`config.mk`:
```
export PLATFORM = sky130hd
export DESIGN_NAME = fir_coef_ctrl_flat
export DESIGN_NICKNAME = d
export VERILOG_FILES = /design/src/rtl/fir_pkg.sv /design/src/rtl/fir_coef_ctrl_if.sv /design/src/rtl/fir_inflight_cnt.sv /design/src/rtl/fir_coef_ctrl.sv /design/src/flat_wrapper.sv
export SDC_FILE = /design/constraint.sdc
export NUM_CORES = 1
export LEC_CHECK = 0
export CELL_PAD_IN_SITES_DETAIL_PLACEMENT = 0
export CELL_PAD_IN_SITES_GLOBAL_PLACEMENT = 2
export CORE_MARGIN = 4
export CORE_UTILIZATION = 26
export DETAILED_ROUTE_END_ITERATION = 10
export PLACE_DENSITY = 0.65
export SYNTH_ARGS = -nofsm -noshare
export SYNTH_HDL_FRONTEND = slang
export SYNTH_SLANG_ARGS = --single-unit
```
`constraint.sdc`:
```
create_clock -name clk -period 2.85 [get_ports clk]
set_input_delay 0.4275 -clock clk [delete_from_list [all_inputs] [get_ports clk]]
set_output_delay 0.4275 -clock clk [all_outputs]
set_load 0.02 [all_outputs]
```
`src/rtl/fir_pkg.sv`:
```
// Shared types for the FIR coefficient controller: widths, FSM encoding and
// the coefficient bank layout.
package fir_pkg;

  localparam int NB    = 12;
  localparam int NTAPS = 9;

  typedef enum logic [1:0] {
    ST_RUN   = 2'd0,
    ST_DRAIN = 2'd1,
    ST_SWAP  = 2'd2
  } state_e;

  // Index 0 is B0; packed so a whole bank moves in one assignment.
  typedef logic [NTAPS-1:0][NB-1:0] coef_bank_t;

endpackage

```
`src/rtl/fir_coef_ctrl_if.sv`:
```
// Sample stream and configuration bus between the source/host and the
// coefficient controller.
interface fir_coef_ctrl_if;
  import fir_pkg::*;

  logic [NB-1:0] UP_DIN;
  logic          UP_VIN;
  logic          UP_RDY;
  logic [NB-1:0] DIN;
  logic          VIN;
  logic          FIR_VOUT;
  logic          CFG_WE;
  logic [3:0]    CFG_ADDR;
  logic [NB-1:0] CFG_DATA;
  logic          CFG_COMMIT;
  logic          CFG_BUSY;
  logic          SWAP_DONE;
  logic          ERR;

  modport master (
    output UP_DIN, UP_VIN, FIR_VOUT, CFG_WE, CFG_ADDR, CFG_DATA, CFG_COMMIT,
    input  UP_RDY, DIN, VIN, CFG_BUSY, SWAP_DONE, ERR
  );

  modport slave (
    input  UP_DIN, UP_VIN, FIR_VOUT, CFG_WE, CFG_ADDR, CFG_DATA, CFG_COMMIT,
    output UP_RDY, DIN, VIN, CFG_BUSY, SWAP_DONE, ERR
  );

endinterface

```
`src/rtl/fir_inflight_cnt.sv`:
```
// Saturating up/down count of samples issued to the filter but not yet
// retired; flags any attempt to step outside [0, 2^CNT_W-1].
module fir_inflight_cnt #(
  parameter int CNT_W = 5
) (
  input  logic clk,
  input  logic RST,
  input  logic inc_i,
  input  logic dec_i,
  output logic zero_o,
  output logic err_o
);

  localparam logic [CNT_W-1:0] CNT_MAX = '1;

  logic [CNT_W-1:0] cnt_q, cnt_d;

  // NOTE: every always_comb output gets a default first so no path infers a latch.
  always_comb begin
    cnt_d = cnt_q;
    err_o = 1'b0;
    case ({inc_i, dec_i})
      2'b10: begin
        if (cnt_q == CNT_MAX) err_o = 1'b1;
        else                  cnt_d = cnt_q + CNT_W'(1);
      end
      2'b01: begin
        if (cnt_q == '0) err_o = 1'b1;
        else             cnt_d = cnt_q - CNT_W'(1);
      end
      default: ;
    endcase
  end

  // NOTE: sequential state uses non-blocking assignment so all flops update together.
  always_ff @(posedge clk) begin
    if (RST) cnt_q <= '0;
    else     cnt_q <= cnt_d;
  end

  assign zero_o = (cnt_q == '0);

endmodule

```
`src/rtl/fir_coef_ctrl.sv`:
```
// Shadow/active coefficient banks for myfir: stalls the sample stream on
// commit, drains in-flight samples, then swaps all taps in one cycle.
module fir_coef_ctrl
  import fir_pkg::*;
#(
  parameter int CNT_W    = 5,
  parameter int DRAIN_TO = 255
) (
  input  logic           clk,
  input  logic           RST,
  fir_coef_ctrl_if.slave bus,
  output logic [NB-1:0]  B0,
  output logic [NB-1:0]  B1,
  output logic [NB-1:0]  B2,
  output logic [NB-1:0]  B3,
  output logic [NB-1:0]  B4,
  output logic [NB-1:0]  B5,
  output logic [NB-1:0]  B6,
  output logic [NB-1:0]  B7,
  output logic [NB-1:0]  B8
);

  localparam int TO_W = $clog2(DRAIN_TO + 1);

  state_e          state_q, state_d;
  coef_bank_t      shadow_q, shadow_d;
  coef_bank_t      bank_q, bank_d;
  logic [NB-1:0]   din_q, din_d;
  logic            vin_q, vin_d;
  logic            up_rdy_q, up_rdy_d;
  logic            busy_q, busy_d;
  logic            swap_done_q, swap_done_d;
  logic            err_q, err_d;
  logic [TO_W-1:0] to_q, to_d;
  logic            cnt_zero;
  logic            cnt_err;
  logic            busy;

  fir_inflight_cnt #(.CNT_W(CNT_W)) u_cnt (
    .clk    (clk),
    .RST    (RST),
    .inc_i  (vin_q),
    .dec_i  (bus.FIR_VOUT),
    .zero_o (cnt_zero),
    .err_o  (cnt_err)
  );

  assign busy = (state_q != ST_RUN);

  always_comb begin
    state_d     = state_q;
    shadow_d    = shadow_q;
    bank_d      = bank_q;
    din_d       = din_q;
    vin_d       = 1'b0;
    to_d        = to_q;
    swap_done_d = 1'b0;
    err_d       = err_q | cnt_err;

    // A write in the commit cycle lands before the bank is copied in DRAIN.
    if (bus.CFG_WE) begin
      if (busy || bus.CFG_ADDR >= 4'(NTAPS)) err_d = 1'b1;
      else                                   shadow_d[bus.CFG_ADDR] = bus.CFG_DATA;
    end

    case (state_q)
      ST_RUN: begin
        din_d = bus.UP_DIN;
        vin_d = bus.UP_VIN;
        if (bus.CFG_COMMIT) state_d = ST_DRAIN;
      end
      ST_DRAIN: begin
        if (bus.CFG_COMMIT) err_d = 1'b1;
        to_d = to_q + TO_W'(1);
        // A sample issued last RUN cycle is not yet in the counter, so wait for it too.
        if (cnt_zero && !vin_q) begin
          state_d = ST_SWAP;
        end else if (to_q == TO_W'(DRAIN_TO)) begin
          state_d = ST_SWAP;
          err_d   = 1'b1;
        end
        if (state_d == ST_SWAP) begin
          bank_d      = shadow_q;
          swap_done_d = 1'b1;
        end
      end
      ST_SWAP: begin
        if (bus.CFG_COMMIT) err_d = 1'b1;
        to_d    = '0;
        state_d = ST_RUN;
      end
      default: state_d = ST_RUN;
    endcase

    up_rdy_d = (state_d == ST_RUN);
    busy_d   = (state_d != ST_RUN);
  end

  always_ff @(posedge clk) begin
    if (RST) begin
      state_q     <= ST_RUN;
      // NOTE: both coefficient banks are reset because the filter must start from zero taps.
      shadow_q    <= '0;
      bank_q      <= '0;
      din_q       <= '0;
      vin_q       <= 1'b0;
      up_rdy_q    <= 1'b0;
      busy_q      <= 1'b0;
      swap_done_q <= 1'b0;
      err_q       <= 1'b0;
      to_q        <= '0;
    end else begin
      state_q     <= state_d;
      shadow_q    <= shadow_d;
      bank_q      <= bank_d;
      din_q       <= din_d;
      vin_q       <= vin_d;
      up_rdy_q    <= up_rdy_d;
      busy_q      <= busy_d;
      swap_done_q <= swap_done_d;
      err_q       <= err_d;
      to_q        <= to_d;
    end
  end

  assign bus.UP_RDY    = up_rdy_q;
  assign bus.DIN       = din_q;
  assign bus.VIN       = vin_q;
  assign bus.CFG_BUSY  = busy_q;
  assign bus.SWAP_DONE = swap_done_q;
  assign bus.ERR       = err_q;

  assign B0 = bank_q[0];
  assign B1 = bank_q[1];
  assign B2 = bank_q[2];
  assign B3 = bank_q[3];
  assign B4 = bank_q[4];
  assign B5 = bank_q[5];
  assign B6 = bank_q[6];
  assign B7 = bank_q[7];
  assign B8 = bank_q[8];

endmodule
```
`src/flat_wrapper.sv`:
```
// flat-port wrapper written by rule: the top's interface ports become plain ports
module fir_coef_ctrl_flat import fir_pkg::*;
#(
  parameter int CNT_W    = 5,
  parameter int DRAIN_TO = 255
)
  (clk, RST, B0, B1, B2, B3, B4, B5, B6, B7, B8, bus_UP_DIN, bus_UP_VIN, bus_FIR_VOUT, bus_CFG_WE, bus_CFG_ADDR, bus_CFG_DATA, bus_CFG_COMMIT, bus_UP_RDY, bus_DIN, bus_VIN, bus_CFG_BUSY, bus_SWAP_DONE, bus_ERR);
  fir_coef_ctrl_if bus_i ();
  input  logic clk;
  input  logic RST;
  output logic [NB-1:0] B0;
  output logic [NB-1:0] B1;
  output logic [NB-1:0] B2;
  output logic [NB-1:0] B3;
  output logic [NB-1:0] B4;
  output logic [NB-1:0] B5;
  output logic [NB-1:0] B6;
  output logic [NB-1:0] B7;
  output logic [NB-1:0] B8;
  input wire logic [$bits(bus_i.UP_DIN)-1:0] bus_UP_DIN;
  input wire logic [$bits(bus_i.UP_VIN)-1:0] bus_UP_VIN;
  input wire logic [$bits(bus_i.FIR_VOUT)-1:0] bus_FIR_VOUT;
  input wire logic [$bits(bus_i.CFG_WE)-1:0] bus_CFG_WE;
  input wire logic [$bits(bus_i.CFG_ADDR)-1:0] bus_CFG_ADDR;
  input wire logic [$bits(bus_i.CFG_DATA)-1:0] bus_CFG_DATA;
  input wire logic [$bits(bus_i.CFG_COMMIT)-1:0] bus_CFG_COMMIT;
  output wire logic [$bits(bus_i.UP_RDY)-1:0] bus_UP_RDY;
  output wire logic [$bits(bus_i.DIN)-1:0] bus_DIN;
  output wire logic [$bits(bus_i.VIN)-1:0] bus_VIN;
  output wire logic [$bits(bus_i.CFG_BUSY)-1:0] bus_CFG_BUSY;
  output wire logic [$bits(bus_i.SWAP_DONE)-1:0] bus_SWAP_DONE;
  output wire logic [$bits(bus_i.ERR)-1:0] bus_ERR;
  assign bus_i.UP_DIN = bus_UP_DIN;
  assign bus_i.UP_VIN = bus_UP_VIN;
  assign bus_i.FIR_VOUT = bus_FIR_VOUT;
  assign bus_i.CFG_WE = bus_CFG_WE;
  assign bus_i.CFG_ADDR = bus_CFG_ADDR;
  assign bus_i.CFG_DATA = bus_CFG_DATA;
  assign bus_i.CFG_COMMIT = bus_CFG_COMMIT;
  assign bus_UP_RDY = bus_i.UP_RDY;
  assign bus_DIN = bus_i.DIN;
  assign bus_VIN = bus_i.VIN;
  assign bus_CFG_BUSY = bus_i.CFG_BUSY;
  assign bus_SWAP_DONE = bus_i.SWAP_DONE;
  assign bus_ERR = bus_i.ERR;
  fir_coef_ctrl #(.CNT_W(CNT_W), .DRAIN_TO(DRAIN_TO)) u_core (.clk(clk), .RST(RST), .bus(bus_i), .B0(B0), .B1(B1), .B2(B2), .B3(B3), .B4(B4), .B5(B5), .B6(B6), .B7(B7), .B8(B8));
endmodule
```
## Word-level counts from Yosys, hierarchy flattened

Index checks and enable logic that the tools add are counted.

- Bitwise gates (word level): 4
- Reductions and logical operators: 16
- $lt $le $gt $ge: 3
- Mux-type cells: 22
- Add/subtract/negate cells: 3
- Eq/ne operators: 9

Operator list:

| operator | number |
|---|---|
| bitwise mux 108 bit | 1 |
| demux 12 bit (select 4 bit) | 1 |
| one-hot mux 8 bit (2 select lines) | 1 |
| 2-to-1 mux 12 bit | 1 |
| 2-to-1 mux 5 bit | 2 |
| one-hot mux 5 bit (2 select lines) | 1 |
| adder 8 x 1 -> 8 bit (second input constant) | 1 |
| == test 8 bit (second input constant) | 1 |
| 2-to-1 mux 1 bit | 8 |
| 2-to-1 mux 2 bit | 4 |
| nonzero test 2 bit | 4 |
| == test 2 bit (second input constant) | 3 |
| adder 5 x 1 -> 5 bit (second input constant) | 1 |
| == test 5 bit (second input constant) | 1 |
| logical NOT 5 bit | 1 |
| < comparator 4 x 5 -> 1 bit (second input constant) | 1 |
| subtractor 5 x 1 -> 5 bit (second input constant) | 1 |
| == test 2 x 1 -> 1 bit (second input constant) | 2 |
| >= comparator 4 x 1 -> 1 bit (second input constant) | 1 |
| >= comparator 4 bit (second input constant) | 1 |
| logical NOT 2 bit | 2 |
| != test 2 bit (second input constant) | 2 |
| one-hot mux 1 bit (2 select lines) | 2 |
| one-hot mux 2 bit (2 select lines) | 1 |
| 8 further kinds | 13 |

- Register bits: 248
- Output and inout port bits: 125
- Bits of input ports: 34
- Word-level logic and storage cells: 84

## Depth between registers and ports, before layout

- Depth in word-level cells: 10
- Depth in mapped cells: 9
- Depth with buffers taken out: 9

## Modules after synthesis

Synthesis repeated with hierarchy kept, for this count alone.

- Cell total of the unflattened synthesis: 1075
- Area total of the unflattened synthesis: 9555.4 um^2

Modules (own cells, without submodules):

| module | times used | area an instance (um^2) | cells each |
|---|---|---|---|
| fir_coef_ctrl | 1 | 9090.0 | 1021 |
| fir_inflight_cnt | 1 | 465.4 | 54 |

## Least setup slack after synthesis

No wires, ideal clock.

- Path kind: reg2reg
- From: register u_core.state_q[1]
- To: register u_core.shadow_q[73] in the netlist's numbering
- Stages on the path, launching flop included: 9
- Setup time: 0.128 ns
- Data arrival time: 1.890 ns
- Path buffers: 2
- Slack: 0.833 ns
- Path through: dfxtp_1 > inv_1 > ha_1 > buf_2 > nand4b_1 > nor3b_1 > buf_2 > mux2i_1 > nor2_1

- Cells in the longest elaborated chain, start to end: 4

Ends and longest elaborated chain:

| what | line | RTL |
|---|---|---|
| start, declared | fir_coef_ctrl.sv:25 | `state_e state_q, state_d;` |
| start signal, assigned | fir_coef_ctrl.sv:113 | `state_q <= state_d;` |
| nonzero test 2 bit | fir_coef_ctrl.sv:48 | `assign busy = (state_q != ST_RUN);` |
| logical OR 1 bit | fir_coef_ctrl.sv:62 | `if (busy \|\| bus.CFG_ADDR >= 4'(NTAPS)) err_d = 1'b1;` |
| inverter 1 bit (no source line) | - |  |
| AND reduction 2 bit (no source line) | - |  |
| end signal, assigned | fir_coef_ctrl.sv:114 | `shadow_q <= shadow_d;` |
| end, declared | fir_coef_ctrl.sv:26 | `coef_bank_t shadow_q, shadow_d;` |

No other way between the ends.
A chain may end at the register's enable or synchronous reset.

## Worst setup path after layout

- From: register u_core.u_cnt.cnt_q[0]
- To: register u_core.bank_q (netlist bit u_core.B0[10])

- Cells in the longest elaborated chain, start to end: 6

Ends and longest elaborated chain:

| what | line | RTL |
|---|---|---|
| start, declared | fir_inflight_cnt.sv:16 | `logic [CNT_W-1:0] cnt_q, cnt_d;` |
| start signal, assigned | fir_inflight_cnt.sv:38 | `else cnt_q <= cnt_d;` |
| logical NOT 5 bit | fir_inflight_cnt.sv:41 | `assign zero_o = (cnt_q == '0);` |
| logical AND 1 bit | fir_coef_ctrl.sv:76 | `if (cnt_zero && !vin_q) begin` |
| 2-to-1 mux 2 bit | fir_coef_ctrl.sv:76 |  |
| 2-to-1 mux 2 bit | fir_coef_ctrl.sv:66 | `case (state_q)` |
| == test 2 bit | fir_coef_ctrl.sv:82 | `if (state_d == ST_SWAP) begin` |
| AND reduction 2 bit (no source line) | - |  |
| end signal, assigned | fir_coef_ctrl.sv:115 | `bank_q <= bank_d;` |
| end, declared | fir_coef_ctrl.sv:27 | `coef_bank_t bank_q, bank_d;` |

No other way between the ends. The select of a mux whose other input is x is not followed.

==> metrics.txt <==
# TYPE chip_impl_metric gauge
chip_impl_info{name="status",value="finished, final reports clean"} 1
chip_impl_info{name="synth_largest_area_cell",value="dfxtp_1"} 1
chip_impl_metric{name="synth-compound-area-share",unit=""} 0.0981
chip_impl_info{name="synth_top_family_by_area",value="simple AND/OR/NAND/NOR gates"} 1
chip_impl_metric{name="synth.area.mux_share",unit=""} 0.0953
chip_impl_metric{name="wl_per_cell",unit="um"} 16.6
chip_impl_metric{name="p_switching",unit="mW"} 2.16
chip_impl_metric{name="area_of_the_mapped_netlist",unit="um^2"} 9030
chip_impl_metric{name="cts.sinks",unit=""} 248
chip_impl_info{name="post-synth-top-count-cell",value="nand2_1"} 1
chip_impl_metric{name="cts_setup_buffers",unit=""} 0
chip_impl_metric{name="die_y",unit="um"} 194
chip_impl_metric{name="final_critical_path_setup_slack",unit="ps"} 730
chip_impl_metric{name="relative_contribution_of_combinational_cells_to_total_power",unit=""} 0.125
chip_impl_metric{name="utilization",unit=""} 0.353
chip_impl_metric{name="drt_pass1_iterations",unit=""} 4
chip_impl_metric{name="cp.required",unit="ps"} 3310
chip_impl_metric{name="number_of_hold_violations_in_the_final_report",unit=""} 0
chip_impl_metric{name="share_of_layout_cells_above_drive_strength_1",unit=""} 0.0554
chip_impl_metric{name="synth_cells",unit=""} 1047
chip_impl_metric{name="syn_area_per_cell",unit="um^2"} 8.63
chip_impl_info{name="synth_ff_type",value="dfxtp_1"} 1
chip_impl_metric{name="timing.final.crit_share",unit=""} 0.744
chip_impl_metric{name="initial_core_util",unit=""} 0.267
chip_impl_metric{name="worst_clock_skew",unit="ps"} 9.97
chip_impl_metric{name="p_clk_frac",unit=""} 0.432
chip_impl_metric{name="grt_first_pass_wirelength",unit="mm"} 43.1
chip_impl_info{name="kind_of_start_point_of_the_critical_path",value="flip-flop"} 1
chip_impl_metric{name="yosys.area_share.adder",unit=""} 0.0147
chip_impl_info{name="endpoint_kind",value="flip-flop"} 1
chip_impl_metric{name="synth.yosys.seq_area_share",unit=""} 0.550
chip_impl_metric{name="synth-async-reset-ratio",unit=""} 0
chip_impl_metric{name="route.detailed.vias_per_inst",unit=""} 4.40
chip_impl_metric{name="peak_clock_frequency_supported_by_timing",unit="MHz"} 472
chip_impl_metric{name="synth_enable_flop_cells",unit=""} 0
chip_impl_metric{name="ioPinCount",unit=""} 159
chip_impl_metric{name="timing.critical_path.arrival",unit="ps"} 2580
chip_impl_metric{name="number_of_h_tree_levels",unit=""} 1
chip_impl_metric{name="dieWidth",unit="um"} 194
chip_impl_metric{name="i_o_buffers",unit=""} 158
chip_impl_metric{name="cts-buffers-inserted",unit=""} 29
chip_impl_metric{name="finalSetupViolCount",unit=""} 0
chip_impl_metric{name="netlist-cell-type-count",unit=""} 39
chip_impl_metric{name="setup-tns-final",unit="ps"} 0
chip_impl_metric{name="postCtsHoldBufs",unit=""} 0
chip_impl_info{name="holdCritPathClass",value="in -> reg"} 1
chip_impl_metric{name="area_inside_the_core_boundary",unit="um^2"} 33900
chip_impl_metric{name="period_minus_slack",unit="ps"} 2120
chip_impl_metric{name="finish.net_count",unit=""} 1217
chip_impl_metric{name="p_sw_frac",unit=""} 0.263
chip_impl_metric{name="hold-path-cell-count",unit=""} 2
chip_impl_metric{name="fp-row-count",unit=""} 67
chip_impl_metric{name="max_slew_margin",unit=""} 0.422
chip_impl_info{name="yosys-top-cells-count",value="nand2_1, dfxtp_1, a21oi_1, nor2_1, mux2i_1"} 1
chip_impl_metric{name="grtUsageTotal",unit=""} 0.140
chip_impl_info{name="classification_of_the_worst_setup_path",value="reg -> reg"} 1
chip_impl_metric{name="cts_buffer_depth",unit=""} 3
chip_impl_metric{name="first_global_vias",unit=""} 7312
chip_impl_metric{name="post_synthesis_xor_xnor_area_fraction",unit=""} 0.00776
chip_impl_metric{name="via_count",unit=""} 7204
chip_impl_metric{name="antenna_cells_inserted",unit=""} 0
chip_impl_metric{name="detail_route.drc_violations",unit=""} 0
chip_impl_metric{name="maximum_number_of_pins_on_one_net_before_global_route_repair",unit=""} 76
chip_impl_metric{name="power.density_cell_area",unit="nW/um^2"} 686
chip_impl_metric{name="seqPwrFrac",unit=""} 0.443
chip_impl_metric{name="syn-num-nets",unit=""} 1091
chip_impl_metric{name="ys.warnings.count",unit=""} 0
chip_impl_metric{name="worstRegToRegCells",unit=""} 6
chip_impl_metric{name="routabilityCongestion",unit=""} 0.736
chip_impl_metric{name="synth_largest_type_area_fraction",unit=""} 0.550
chip_impl_metric{name="detailedPlace.worstSlack",unit="ps"} 368
chip_impl_info{name="cts-root-buf",value="clkbuf_16"} 1
chip_impl_metric{name="synth-simple-area-share",unit=""} 0.191
chip_impl_info{name="cts_tree",value="built"} 1
chip_impl_metric{name="antenna_found_initial",unit=""} 0
chip_impl_metric{name="detail-route-antenna-nets",unit=""} 0
chip_impl_metric{name="cap_viol_max_count",unit=""} 0
chip_impl_metric{name="cellInternalPower",unit="mW"} 6.04
chip_impl_metric{name="insertion_delay",unit="ps"} 530
chip_impl_metric{name="worstMarginPinSlew",unit="ps"} 865
chip_impl_metric{name="synth_seq_cells",unit=""} 248
chip_impl_metric{name="cts.repair.resized",unit=""} 0
chip_impl_metric{name="placed_cells",unit=""} 1590
chip_impl_metric{name="fillerInstances",unit=""} 3594
chip_impl_metric{name="syn2layout_area_growth",unit="%"} 32.3
chip_impl_metric{name="routed_wl",unit="mm"} 27.3
chip_impl_metric{name="clk_pin_slew_worst_paths",unit="ps"} 50
chip_impl_info{name="synth.area.top_cells",value="dfxtp_1, nand2_1, mux2i_1"} 1
chip_impl_metric{name="ir_drop",unit="V"} 0.000412
chip_impl_metric{name="power.static_leakage",unit="nW"} 4.32
chip_impl_metric{name="drt_first_iter_violations",unit=""} 345
chip_impl_metric{name="grt.overflow.total",unit=""} 0
chip_impl_metric{name="design.die.area",unit="um^2"} 37800
chip_impl_info{name="grt_setup_unrepaired",value="no"} 1
chip_impl_metric{name="detailed_place_hpwl",unit="mm"} 16.6
chip_impl_metric{name="finalMaxSlewViolations",unit=""} 0
chip_impl_metric{name="critPathMaxFanout",unit=""} 55
chip_impl_metric{name="stdcell_count",unit=""} 1639
==> registers in the layout, summed over array words and instances, names as in the netlist, 8 cells and up <==
| signal | count |
|---|---|
| u_core.bus.DIN | 12 |
| u_core.B3 | 12 |
| u_core.B0 | 12 |
| u_core.B7 | 12 |
| u_core.B8 | 12 |
| u_core.B4 | 12 |
| u_core.shadow_q | 108 |
| u_core.B5 | 12 |
| u_core.to_q | 8 |
| u_core.B2 | 12 |
| u_core.B1 | 12 |
| u_core.B6 | 12 |
==> metrics by stage <==
step	power [mW]	hold slack [ps]	area [um^2]
4_1_cts	8.39	348	11900
5_1_grt	8.61	360	11900
3_5_place_dp	4.76	443	11000
2_1_floorplan	4.37	431	9030
3_3_place_gp	4.76	441	11000
6_report	8.20	353	11900
==> cell usage in the layout, fill, tap and decap left out, types with 8 or more instances in the layout <==
cell             count
a21oi_1            152
dfxtp_1            248
mux2i_1             86
nand2_1            297
clkbuf_16           29
clkbuf_1             8
inv_1               11
nor2_1             105
buf_4               12
clkdlybuf4s50_1    157
ha_1                 9
==> layer usage <==
layer,part of all wire,track usage
met1,0.49,0.194
met4,0.016,0.0263
met3,0.045,0.0279
met2,0.45,0.231
met5,0,0
==> path summary, 6_finish.rpt <==
check	start	endpoint	slack [ps]
setup / recovery	u_core.u_cnt.cnt_q[0]	u_core.B0[10]	730
hold / removal	RST	u_core.bus.DIN[10]	350
setup reg to reg	u_core.u_cnt.cnt_q[0]	u_core.B0[10]	730
hold reg to reg	u_core.shadow_q[85]	u_core.B7[1]	450
==> cell families after synthesis <==
kind of cell / Yosys count
buf+inv: 91
mux: 86
fa+ha+maj: 10
simple gates: 434
xor+xnor: 8
flops: 248
compound gates: 170
==> power groups by stage <==
stage | clock network [mW] | registers, mW | logic [mW]
floorplan | 0 | 3.74 | 0.630
global placement | 0 | 3.71 | 1.05
detailed placement | 0 | 3.71 | 1.06
CTS | 3.70 | 3.63 | 1.06
global route | 3.83 | 3.64 | 1.14
finish | 3.54 | 3.63 | 1.03
==> cell type report <==
type	instances	area, um^2	area share
Inverter	11	41.3	0.00346
Timing Repair Buffer	175	1770	0.148
Multi-Input combinational cell	708	3710	0.310
Tap cell	448	561	0.0469
Clock buffer	44	852	0.0713
Clock inverter	5	50.0	0.00419
Sequential cell	248	4960	0.415
==> worst max-delay path, cell delays in order (launching register included) <==
cell and delay (ps):
dfxtp_1 360, or4_4 560, nor3_4 310, o31a_2 250, buf_12 270, nand2_1 140, a21oi_1 130
Note: power is estimated with default switching activity, not from simulation.
